## config.mk

```make
export PLATFORM = sky130hd
export DESIGN_NAME = viterbi_traceback
export DESIGN_NICKNAME = d
export VERILOG_FILES = /design/src/rtl/viterbi_traceback.sv
export SDC_FILE = /design/constraint.sdc
export NUM_CORES = 1
export LEC_CHECK = 0
export ABC_AREA = 1
export BUFFER_PORTS_ARGS = -buffer_cell sky130_fd_sc_hd__buf_2
export CELL_PAD_IN_SITES_DETAIL_PLACEMENT = 0
export CELL_PAD_IN_SITES_GLOBAL_PLACEMENT = 1
export CORE_AREA = 2 2 90 92
export DETAILED_ROUTE_END_ITERATION = 7
export DIE_AREA = 0 0 92 94
export HOLD_SLACK_MARGIN = 0.03
export PLACE_DENSITY_LB_ADDON = 0.1
export SKIP_CTS_REPAIR_TIMING = 1
export SLEW_MARGIN = 30
export SYNTH_ARGS = -nofsm -noshare
export SYNTH_HDL_FRONTEND = slang
export SYNTH_SLANG_ARGS = --single-unit
```

## constraint.sdc

```tcl
create_clock -name clk -period 2.6 [get_ports clk]
set_clock_uncertainty 0.1 [all_clocks]
set_input_delay 0.65 -clock clk [delete_from_list [all_inputs] [get_ports clk]]
set_output_delay 0.65 -clock clk [all_outputs]
set_load 0.01 [all_outputs]
```

## src/rtl/viterbi_traceback.sv

```systemverilog
// Block-based survivor-path traceback for the 4-state (K=3, rate-1/2) Viterbi decoder.
// Optional `define VITERBI_TB_BEST_STATE_EN starts traceback from argmin(pm0..pm3) instead of state 0.
module viterbi_traceback #(
  parameter int TB_DEPTH = 8
) (
  input  logic       clk,
  input  logic       reset,
  input  logic       valid_in,
  output logic       ready_in,
  input  logic [3:0] dec_in,
  input  logic [3:0] pm0,
  input  logic [3:0] pm1,
  input  logic [3:0] pm2,
  input  logic [3:0] pm3,
  output logic       out_valid,
  input  logic       out_ready,
  output logic       out_bit,
  output logic       out_last
);

  localparam int AW = (TB_DEPTH > 1) ? $clog2(TB_DEPTH) : 1;
  localparam logic [AW-1:0] LAST = AW'(TB_DEPTH - 1);

  typedef enum logic [1:0] {
    FILL  = 2'd0,
    TRACE = 2'd1,
    EMIT  = 2'd2
  } state_t;

  state_t              state;
  logic [3:0]          dmem [TB_DEPTH];
  logic [TB_DEPTH-1:0] obuf;
  logic [AW-1:0]       wr_ptr;
  logic [AW-1:0]       rd_ptr;
  logic [AW-1:0]       idx;
  logic [AW-1:0]       idx_nxt;
  logic [1:0]          cur;
  logic [1:0]          start_state;
  logic                wr_en;
  logic                surv_bit;

  assign wr_en    = (state == FILL) && valid_in && ready_in;
  assign idx_nxt  = idx + 1'b1;
  assign surv_bit = dmem[rd_ptr][cur];

`ifdef VITERBI_TB_BEST_STATE_EN
  logic [3:0] best_pm;

  // Strict less-than keeps the lowest index on ties.
  always_comb begin
    best_pm     = pm0;
    start_state = 2'd0;
    if (pm1 < best_pm) begin
      best_pm     = pm1;
      start_state = 2'd1;
    end
    if (pm2 < best_pm) begin
      best_pm     = pm2;
      start_state = 2'd2;
    end
    if (pm3 < best_pm) begin
      best_pm     = pm3;
      start_state = 2'd3;
    end
  end
`else
  logic unused_pm;

  assign start_state = 2'd0;
  assign unused_pm   = ^{pm0, pm1, pm2, pm3};
`endif

  always_ff @(posedge clk) begin
    if (wr_en) begin
      dmem[wr_ptr] <= dec_in;
    end
  end

  always_ff @(posedge clk) begin
    if (state == TRACE) begin
      obuf[rd_ptr] <= cur[1];
    end
  end

  always_ff @(posedge clk or negedge reset) begin
    if (!reset) begin
      state     <= FILL;
      wr_ptr    <= '0;
      rd_ptr    <= '0;
      idx       <= '0;
      cur       <= '0;
      ready_in  <= 1'b1;
      out_valid <= 1'b0;
      out_bit   <= 1'b0;
      out_last  <= 1'b0;
    end else begin
      case (state)
        FILL: begin
          if (wr_en) begin
            wr_ptr <= wr_ptr + 1'b1;
            if (wr_ptr == LAST) begin
              cur      <= start_state;
              rd_ptr   <= LAST;
              ready_in <= 1'b0;
              state    <= TRACE;
            end
          end
        end
        TRACE: begin
          cur    <= {cur[0], surv_bit};
          rd_ptr <= rd_ptr - 1'b1;
          if (rd_ptr == '0) begin
            // obuf[0] is written on this same edge, so the first output bit is taken from cur directly.
            idx       <= '0;
            out_valid <= 1'b1;
            out_bit   <= cur[1];
            out_last  <= 1'b0;
            state     <= EMIT;
          end
        end
        EMIT: begin
          if (out_ready) begin
            if (idx == LAST) begin
              out_valid <= 1'b0;
              out_bit   <= 1'b0;
              out_last  <= 1'b0;
              wr_ptr    <= '0;
              ready_in  <= 1'b1;
              state     <= FILL;
            end else begin
              idx      <= idx_nxt;
              out_bit  <= obuf[idx_nxt];
              out_last <= (idx_nxt == LAST);
            end
          end
        end
        default: begin
          state     <= FILL;
          ready_in  <= 1'b1;
          out_valid <= 1'b0;
        end
      endcase
    end
  end

endmodule

```

==> results.sh <==
export IMPL_crit_end="dmem[2][1]"
export IMPL_finalWeightedCongestion=0.723
export IMPL_final_max_slew_viol_count=0
export IMPL_drive_gt1_frac=0.123
export IMPL_num_vias=1765
export IMPL_tightest_slew_ps=446
export IMPL_root_buffer="clkbuf_8"
export IMPL_ys_top_cells_by_area="edfxtp_1 46%, dfrtp_1 15%, nand2_1 12%, nor2_1 5.9%, inv_1 5.6%"
export IMPL_grt_max_degree=18
export IMPL_cts_tree="yes"
export IMPL_syn_area_um2=2620
export IMPL_clkLatencyLatePin_ps=330
export IMPL_ir_drop_mv=0.388
export IMPL_routed_wl_um=5380
export IMPL_final_common_cell="nand2_1"
export IMPL_cts_buffer_depth=2
export IMPL_synth_top_area_cell="edfxtp_1"
export IMPL_cts_sinks=57
export IMPL_worstHoldPathType="in -> async"
export IMPL_start_util=0.345
export IMPL_dieHeight_um=94
export IMPL_r2r_end="dmem[2][1]"
export IMPL_grt_antenna_before_repair=0
export IMPL_final_cells=410
export IMPL_cp_startpoint="state[1]"
export IMPL_yosys_warnings=0
export IMPL_netlist_instances=282
export IMPL_worst_slew_margin_rel=0.701
export IMPL_final_nets=334
export IMPL_finalSetupTns_ps=0
export IMPL_worst_path_max_fanout=5
export IMPL_drt_initial_drc_count=47
export IMPL_die_area_um2=8650
export IMPL_period_share=0.740
export IMPL_die_width_um=92
export IMPL_wire_per_inst_um=13.1
export IMPL_dr_pass1_iters=4
export IMPL_rsz0062_at_grt="false"
export IMPL_synth_top_area_share=0.458
export IMPL_leakage_nw=1.35
export IMPL_fmax_ghz=0.520
export IMPL_crit_type="reg -> reg"
export IMPL_cap_viol_max_count=0
export IMPL_r2r_slack_ps=680
export IMPL_path_clk_slew_ps=70
export IMPL_grt_pass1_vias=1729
export IMPL_status="complete, no violations"
export IMPL_rows=32
export IMPL_ios=28
export IMPL_synth_seq_cells=57
export IMPL_area_delta_synth_final_pct=15.3
export IMPL_cp_start_kind="flip-flop"
export IMPL_setup_viol=0
export IMPL_final_hold_viol_count=0
export IMPL_cp_arrival_ps=1800
export IMPL_layout_common_cells="87 x nand2_1, 41 x nor2_1, 40 x edfxtp_1"
export IMPL_drt_antenna_violating_nets=0
export IMPL_diodes=0
export IMPL_worstReg2RegStart="state[1]"
export IMPL_synthDistinctLibCells=22
export IMPL_power_density_nw_per_um2=968
export IMPL_fin_crit_ps=1920
export IMPL_port_buffers=11
export IMPL_track_usage=0.141
export IMPL_total_power_mw=2.92
export IMPL_worstPathRequired_ps=2480
export IMPL_core_um2=7610
export IMPL_crit_path_end_kind="flip-flop"
export IMPL_ys_seq_area_frac=0.621
export IMPL_r2r_cells=5
export IMPL_drc=0
export IMPL_grt_ovfl_total=0
export IMPL_via_per_inst=4.30
export IMPL_synth_nets=313
export IMPL_syn_area_per_cell_um2=9.30
export IMPL_place_inst=394
export IMPL_htreeDepth=3
export IMPL_grt_pass1_wl_um=8870
export IMPL_fillers=781
export IMPL_hpwlAfterDp_um=3910
export IMPL_numCtsBuffers=9
==> critical path, stage by stage, from the launching register on <==
cell     delay, ps
dfrtp_1        400
nor2_1         260
nand3_1        160
inv_2          120
nand2_1        130
nor2_1         390
==> layer usage <==
layer  track usage  up-vias  share of wire
li1              -      938              -
met1         0.165      792           0.45
met2         0.237       27           0.49
met3        0.0425        8          0.042
met4        0.0672        0          0.019
met5             0        -              0
==> power breakdown <==
part | total, mW | internal (mW) | leakage (nW) | switching (mW)
combinational | 0.798 | 0.277 | 0.682 | 0.521
sequential | 1.22 | 1.10 | 0.564 | 0.119
clock | 0.909 | 0.542 | 0.103 | 0.366
total | 2.92 | 1.92 | 1.35 | 1.01
==> sequential cells by signal (all words and copies together), names as in the netlist <==
| register | cells |
|---|---|
| out_last | 1 |
| wr_ptr | 3 |
| obuf | 8 |
| rd_ptr | 3 |
| dmem | 32 |
| state | 2 |
| out_valid | 1 |
| out_bit | 1 |
| ready_in | 1 |
| cur | 2 |
| idx | 3 |
==> final cells by class <==
type	instances	area, um^2	area share
clock inverters	6	92.6	0.0306
inverters	43	161	0.0534
flip-flops and latches	57	1630	0.539
well taps	102	128	0.0422
repair buffers	13	70.1	0.0232
multi-input cells	179	815	0.270
clock buffers	10	128	0.0422
==> Yosys cell counts <==
cell type and instances:
dfrtp_1 16, o22ai_1 1, ha_1 7, o211ai_1 2, nor2_1 41, nand2_1 87, nand2_2 3, edfxtp_1 40
a21oi_1 4, nor3_1 1, or2_2 1, inv_1 39, nand4_1 1, o21ai_0 10, a21oi_4 1, buf_4 1
inv_2 4, dfstp_2 1, nand3_1 16, buf_2 2, a22oi_1 1, o21ai_1 3
==> worst min path at each step <==
stage | from | to | slack (ps) | cells past startpoint
2_1_floorplan | reset | cur[0] | 250 | 0
6_report | reset | wr_ptr[2] | 140 | 1
5_1_grt | reset | cur[1] | 160 | 1
3_3_place_gp | out_valid | out_valid | 360 | 2
4_1_cts | reset | wr_ptr[2] | 140 | 1
3_5_place_dp | out_valid | out_valid | 360 | 2
==> per-stage QoR <==
| stage | utilization | worst slack, ps | area (um^2) | hold slack (ps) |
|---|---|---|---|---|
| global route | 0.397 | 520 | 3020 | 155 |
| detailed placement | 0.368 | 631 | 2800 | 362 |
| global placement | 0.368 | 622 | 2800 | 356 |
| finish | 0.397 | 677 | 3020 | 137 |
| floorplan | - | 973 | 2620 | 254 |
| CTS | 0.397 | 627 | 3020 | 142 |
==> logic make-up (layout without fill, tap and decap cells) <==
kind of cell,after synthesis,count (layout),synth area share
flops,57,57,0.621
compound gates,22,22,0.0496
fa+ha+maj,7,7,0.0334
simple gates,150,150,0.228
buf+inv,46,72,0.0683
No activity file was read; power rests on OpenSTA's default activity.
